**config.mk**
```make
export PLATFORM = sky130hd
export DESIGN_NAME = iic_master
export DESIGN_NICKNAME = d
export VERILOG_FILES = /design/src/rtl/iic_master.sv
export SDC_FILE = /design/constraint.sdc
export NUM_CORES = 1
export LEC_CHECK = 0
export BUFFER_PORTS_ARGS = -buffer_cell sky130_fd_sc_hd__buf_2
export CAP_MARGIN = 20
export CORE_MARGIN = 5
export CORE_UTILIZATION = 35
export CTS_CLUSTER_SIZE = 14
export DETAILED_ROUTE_END_ITERATION = 10
export PLACE_DENSITY = 0.49
export SETUP_SLACK_MARGIN = 0.05
export SYNTH_ARGS = -nofsm -noshare
export SYNTH_HDL_FRONTEND = slang
export SYNTH_SLANG_ARGS = --single-unit
```
**constraint.sdc**
```tcl
create_clock -name MCK -period 3.13 [get_ports MCK]
set_input_delay 0.1565 -clock MCK [delete_from_list [all_inputs] [get_ports MCK]]
set_output_delay 0.1565 -clock MCK [all_outputs]
set_load 0.02 [all_outputs]
```
**src/rtl/iic_master.sv**
```systemverilog
// I2C register-access master: 16-bit register address, 8-bit data, write or
// read-with-repeated-start, open-drain style pull-down outputs, clock stretching.
module iic_master #(
  parameter logic [15:0] QDIV = 16'd63
) (
  input  logic        MCK,
  input  logic        RSTN,
  input  logic        iSTART,
  input  logic        iRW,
  input  logic [6:0]  iSLAVE,
  input  logic [15:0] iREG,
  input  logic [7:0]  iWDAT,
  output logic [7:0]  oRDAT,
  output logic        oBUSY,
  output logic        oDONE,
  output logic        oNACK,
  input  logic        iSCL,
  input  logic        iSDA,
  output logic        dSCL,
  output logic        dSDA
);

  localparam logic [2:0] S_IDLE   = 3'd0;
  localparam logic [2:0] S_START  = 3'd1;
  localparam logic [2:0] S_SEND   = 3'd2;
  localparam logic [2:0] S_SACK   = 3'd3;
  localparam logic [2:0] S_RSTART = 3'd4;
  localparam logic [2:0] S_RECV   = 3'd5;
  localparam logic [2:0] S_MNACK  = 3'd6;
  localparam logic [2:0] S_STOP   = 3'd7;

  logic [2:0]  state_q, state_d;
  logic [1:0]  quarter_q, quarter_d;
  logic [15:0] cnt_q, cnt_d;
  logic [2:0]  bit_q, bit_d;
  logic [2:0]  frame_q, frame_d;
  logic [7:0]  shift_q, shift_d;
  logic        rw_q, rw_d;
  logic [6:0]  slave_q, slave_d;
  logic [15:0] reg_q, reg_d;
  logic [7:0]  wdat_q, wdat_d;
  logic [7:0]  rdat_q, rdat_d;
  logic        nack_q, nack_d;
  logic        done_q, done_d;
  logic        busy_q, busy_d;
  logic        scl_q, scl_d;
  logic        sda_q, sda_d;
  logic        tick, stall, adv, reload;

  // Byte transmitted in a given frame; frame 4 is the read-direction address.
  function automatic logic [7:0] sel_byte(input logic [2:0] f, input logic [6:0] sl,
                                          input logic [15:0] rg, input logic [7:0] wd);
    case (f)
      3'd0:    sel_byte = {sl, 1'b0};
      3'd1:    sel_byte = rg[15:8];
      3'd2:    sel_byte = rg[7:0];
      3'd3:    sel_byte = wd;
      default: sel_byte = {sl, 1'b1};
    endcase
  endfunction

  // State and datapath registers; reset releases the bus at once.
  always_ff @(posedge MCK or negedge RSTN) begin
    if (!RSTN) begin
      state_q   <= S_IDLE;
      quarter_q <= 2'd0;
      cnt_q     <= 16'd0;
      bit_q     <= 3'd0;
      frame_q   <= 3'd0;
      shift_q   <= 8'h00;
      rw_q      <= 1'b0;
      slave_q   <= 7'h00;
      reg_q     <= 16'h0000;
      wdat_q    <= 8'h00;
      rdat_q    <= 8'h00;
      nack_q    <= 1'b0;
      done_q    <= 1'b0;
      busy_q    <= 1'b0;
      scl_q     <= 1'b0;
      sda_q     <= 1'b0;
    end else begin
      state_q   <= state_d;
      quarter_q <= quarter_d;
      cnt_q     <= cnt_d;
      bit_q     <= bit_d;
      frame_q   <= frame_d;
      shift_q   <= shift_d;
      rw_q      <= rw_d;
      slave_q   <= slave_d;
      reg_q     <= reg_d;
      wdat_q    <= wdat_d;
      rdat_q    <= rdat_d;
      nack_q    <= nack_d;
      done_q    <= done_d;
      busy_q    <= busy_d;
      scl_q     <= scl_d;
      sda_q     <= sda_d;
    end
  end

  // Next-state, quarter sequencing and registered bus drive.
  always_comb begin
    state_d   = state_q;
    quarter_d = quarter_q;
    cnt_d     = cnt_q;
    bit_d     = bit_q;
    frame_d   = frame_q;
    shift_d   = shift_q;
    rw_d      = rw_q;
    slave_d   = slave_q;
    reg_d     = reg_q;
    wdat_d    = wdat_q;
    rdat_d    = rdat_q;
    nack_d    = nack_q;
    done_d    = 1'b0;
    reload    = 1'b0;
    scl_d     = 1'b0;
    sda_d     = 1'b0;

    tick  = (cnt_q == 16'd0);
    // Only stretch while SCL is released by us but still seen low on the bus.
    stall = quarter_q[1] && !scl_q && !iSCL;
    adv   = (state_q != S_IDLE) && tick && !stall;

    if (state_q == S_IDLE) begin
      if (iSTART) begin
        rw_d      = iRW;
        slave_d   = iSLAVE;
        reg_d     = iREG;
        wdat_d    = iWDAT;
        nack_d    = 1'b0;
        state_d   = S_START;
        quarter_d = 2'd0;
        frame_d   = 3'd0;
        bit_d     = 3'd0;
        reload    = 1'b1;
      end
    end else if (adv) begin
      reload = 1'b1;
      if (state_q == S_RSTART) begin
        // Single quarter releasing SDA under low SCL, then a normal START.
        state_d   = S_START;
        quarter_d = 2'd0;
      end else if (quarter_q != 2'd3) begin
        quarter_d = quarter_q + 2'd1;
        if (quarter_q == 2'd2) begin
          if (state_q == S_SACK && iSDA) nack_d = 1'b1;
          if (state_q == S_RECV) shift_d = {shift_q[6:0], iSDA};
        end
      end else begin
        quarter_d = 2'd0;
        case (state_q)
          S_START: begin
            state_d = S_SEND;
            bit_d   = 3'd0;
            shift_d = sel_byte(frame_q, slave_q, reg_q, wdat_q);
          end
          S_SEND: begin
            if (bit_q == 3'd7) begin
              state_d = S_SACK;
            end else begin
              bit_d   = bit_q + 3'd1;
              shift_d = {shift_q[6:0], 1'b0};
            end
          end
          S_SACK: begin
            if (nack_q) begin
              state_d = S_STOP;
            end else if (frame_q == 3'd4) begin
              state_d = S_RECV;
              bit_d   = 3'd0;
            end else if (frame_q == 3'd3) begin
              state_d = S_STOP;
            end else if (frame_q == 3'd2 && rw_q) begin
              state_d = S_RSTART;
              frame_d = 3'd4;
            end else begin
              state_d = S_SEND;
              frame_d = frame_q + 3'd1;
              bit_d   = 3'd0;
              shift_d = sel_byte(frame_q + 3'd1, slave_q, reg_q, wdat_q);
            end
          end
          S_RECV: begin
            if (bit_q == 3'd7) begin
              state_d = S_MNACK;
              rdat_d  = shift_q;
            end else begin
              bit_d = bit_q + 3'd1;
            end
          end
          S_MNACK: state_d = S_STOP;
          S_STOP: begin
            state_d = S_IDLE;
            done_d  = 1'b1;
          end
          default: state_d = S_IDLE;
        endcase
      end
    end

    if (state_d == S_IDLE) cnt_d = 16'd0;
    else if (reload)       cnt_d = 16'(QDIV - 16'd1);
    else if (!stall)       cnt_d = cnt_q - 16'd1;

    busy_d = (state_d != S_IDLE);

    case (state_d)
      S_START: begin
        scl_d = (quarter_d == 2'd3);
        sda_d = (quarter_d != 2'd0);
      end
      S_SEND: begin
        scl_d = !quarter_d[1];
        sda_d = !shift_d[7];
      end
      S_SACK, S_RECV, S_MNACK: scl_d = !quarter_d[1];
      S_RSTART: scl_d = 1'b1;
      S_STOP: begin
        scl_d = (quarter_d == 2'd0);
        sda_d = (quarter_d != 2'd3);
      end
      default: begin
        scl_d = 1'b0;
        sda_d = 1'b0;
      end
    endcase
  end

  assign oRDAT = rdat_q;
  assign oBUSY = busy_q;
  assign oDONE = done_q;
  assign oNACK = nack_q;
  assign dSCL  = scl_q;
  assign dSDA  = sda_q;

endmodule

```
==> flow_summary_export.csv <==
group,metric,value,unit
synthesis,synth_cell_types,66,
synthesis,synth-compound-area-share,0.176,
power_and_ir_drop,clock_power_share,0.333,
cells_and_area,nNetsFinal,607,
synthesis,syn_area,4680,µm²
critical_path,crit_path_end_kind,"register",
critical_path,timing.reg2reg.setup_slack,260,ps
synthesis,synth_top_area_share,0.428,
grt,antenna_found_initial,0,
min_path,hold_start,"iREG[3]",
placed_design,pre_cts_ws,283,ps
power_and_ir_drop,ir_drop,215,µV
outcome,status,"completed",
synthesis,synth_fp_nets,552,
synthesis,yosys.area_share.simple,0.243,
critical_path,startpoint_type,"register",
cts,cts.reportedPaths.clkPinSlew,60,ps
cells_and_area,diodes,0,
routing,dr_total_vias,3828,
routing,route.antenna.remaining_nets,0,
synthesis,synth_edf_count,0,
timing,period_minus_slack,2870,ps
power_and_ir_drop,swShare,0.318,
floorplan,die_area,15800,µm²
critical_path,required,3360,ps
floorplan,start_util,0.355,
placed_design,hpwl,8.32,mm
floorplan,die_y,126,µm
cts,cts_tree,"done",
cts,clock_latency,340,ps
power_and_ir_drop,switchingPower,0.912,mW
synthesis,syn_area_per_cell,9.29,µm²
cts,clk_path_buf_depth,2,
grt,grt_pass1_wl,19.7,mm
floorplan,pin_count,50,
cells_and_area,area_growth,17.1,%
cts,cts_root_buffer,"clkbuf_16",
floorplan,fp.coreArea,13200,µm²
timing,slew_violations,0,
cts,cts_setup_buffers,0,
timing,fmax,348,MHz
cts,clock_sinks,80,
timing,setup_ws,260,ps
cts,cts_inserted_buffers,9,
critical_path,reg2reg_depth,8,
grt,grt-ovfl-total,0,
placed_design,gp_congestion,0.789,
timing,worst_pin_slew,762,ps
critical_path,critPathArrivalTime,3100,ps
synthesis,synth-async-reset-ratio,1.00,
synthesis,synth_top_area_cell,"dfrtp_1",
power_and_ir_drop,p_leak,2.52,nW
timing,setup_viol,0,
floorplan,dieWidth,126,µm
grt,grt_pass1_vias,3850,
cells_and_area,drive_above_1_share,0.220,
floorplan,row_count,42,
power_and_ir_drop,p_int,1.95,mW
power_and_ir_drop,seq_power_share,0.453,
routing,wl,11.6,mm
cts,htree_levels,3,
power_and_ir_drop,comb_power_share,0.214,
grt,track_usage,0.154,
synthesis,synth_top_family_by_area,"simple AND/OR/NAND/NOR gates",
routing,wirelength_met1,5.72,mm
synthesis,synth_fa_ha_area_frac,0.0294,
power_and_ir_drop,powerDensity,523,nW/µm²
timing,fin_crit_sh,0.917,
grt,grt_max_degree,81,
critical_path,path_max_fanout,14,
placed_design,io_buffers,49,
run,max_cap_viol_count,0,
timing,finalSetupTns,0,ps
routing,wl_met2,5.24,mm
routing,wl_met3,481,µm
timing,maxSlewHeadroom,0.491,
critical_path,worstSetupPathType,"register to register",
synthesis,yosysWarnings,0,
synthesis,synth_cells,504,
timing,rsz0062_at_grt,"false",
routing,via_per_inst,5.18,
routing,drt-initial-drc-count,367,
synthesis,synthMuxAreaShare,0.0596,
routing,post_drt_wl_per_cell,15.8,µm
min_path,hold_depth,3,
timing,clock_skew,8.57,ps
min_path,min_to,"reg_q[3]",
min_path,hp-class,"input port to register",
synthesis,ys.flop_type,"dfrtp_1",
timing,hold_viol,0,
synthesis,yosys-top-cells-area,"dfrtp_1, nand2_1, a222oi_1",
routing,dr.pass1.iters,8,
synthesis,synth-xor-area-share,0.0168,
critical_path,r2r-start,"frame_q[0]",
critical_path,r2r_end,"shift_q[2]",
synthesis,synth_seq_area_share,0.428,
routing,drc,0,
routing,routed.top_layer,"met4",
synthesis,yosys_register_bits,80,
## layer usage
metal	vias to the layer above	global-route usage
li1	1909	-
met5	-	0
met2	100	0.237
met3	11	0.0292
met1	1808	0.217
met4	0	0.0561
## metrics by stage
step / utilization / hold slack, ps / std cells / power (mW) / instance area [µm²]
final: 0.415 / 6.77 / 739 / 2.87 / 5480
after global routing: 0.415 / 16.1 / 739 / 3.05 / 5480
after CTS: 0.412 / 0.570 / 737 / 2.89 / 5440
after detailed placement: 0.383 / 350 / 710 / 1.91 / 5060
after global placement: 0.383 / 346 / 710 / 1.90 / 5060
after floorplan: - / -139 / 504 / 1.74 / 4680
## final cells by class
cell class,count,area (µm²)
fillers,1325,7710
multi-input cells,378,2460
flip-flops and latches,80,2000
repair buffers,71,465
clock buffers,9,225
well taps,176,220
inverters,19,71.3
clock inverters,6,36.3
## logic make-up after synthesis
| logic type | Yosys count |
|---|---|
| AO/OA/AOI/OAI | 106 |
| XOR/XNOR | 9 |
| adder cells (fa/ha/maj) | 11 |
| buffers and inverters | 46 |
| flip-flops | 80 |
| multiplexers | 22 |
| AND/OR/NAND/NOR | 230 |
## power by group through the flow
stage               clock (mW)  combinational (mW)  sequential [mW]
global route              1.03               0.705             1.31
detailed placement           0               0.596             1.32
global placement             0               0.588             1.31
floorplan                    0               0.460             1.28
CTS                      0.985               0.612             1.30
finish                   0.956               0.613             1.30
## placed cells by master, fill, tap and decap left out, types with 9 or more instances in the layout
| cell | Yosys | layout |
|---|---|---|
| nand2_1 | 121 | 121 |
| dfrtp_1 | 80 | 79 |
| buf_2 | 4 | 48 |
| nor2_1 | 24 | 24 |
| o21ai_0 | 19 | 19 |
| a21oi_1 | 18 | 18 |
| nor2b_1 | 17 | 17 |
| inv_1 | 16 | 16 |
| a222oi_1 | 16 | 16 |
| nand3_1 | 14 | 14 |
| dlygate4sd3_1 | 0 | 13 |
| ha_1 | 11 | 11 |
| mux2_2 | 10 | 10 |
| mux2_4 | 9 | 9 |
| or3_1 | 9 | 9 |
| clkbuf_16 | 0 | 9 |
| buf_4 | 0 | 9 |
## worst max-delay path by stage
stage | from | depth (start not counted) | slack, ps | to
2_1_floorplan | frame_q[0] | 8 | 680 | shift_q[1]
3_3_place_gp | frame_q[2] | 8 | 360 | shift_q[2]
3_5_place_dp | frame_q[2] | 8 | 280 | shift_q[2]
4_1_cts | frame_q[2] | 8 | 230 | shift_q[2]
5_1_grt | frame_q[0] | 8 | 90 | bit_q[0]
6_report | frame_q[0] | 8 | 260 | shift_q[2]
## sequential cells by signal, indices dropped and copies added (netlist names), 2 cells and up
register and cells:
oRDAT 8, cnt_q 16, quarter_q 2, shift_q 8, reg_q 16, slave_q 7
bit_q 3, frame_q 3, wdat_q 8, state_q 3
## cells in the mapped netlist, drive strengths merged (10+ instances only)
master,instances
a21oi,24
ha,11
buf,13
nand3,16
clkbuf,14
nor2b,17
o21ai,21
nor3,10
a222oi,16
dfrtp,80
inv,19
mux2,20
nor2,26
nand2,122
## worst max-delay path, stage by stage (launching register included)
cell and delay, ps:
dfrtp_1 410, ha_1 260, ha_1 380, a211oi_2 340, nand2_1 120, a311o_1 380
mux2_2 290, nor2_4 210, mux2_2 360
## timing repair
action                     CTS  global route
hold buffers                12             1
gates resized for setup      0             2
hold endpoints to repair    12            37
setup endpoints to repair    0             7
Power figures use the tool's default switching activity.
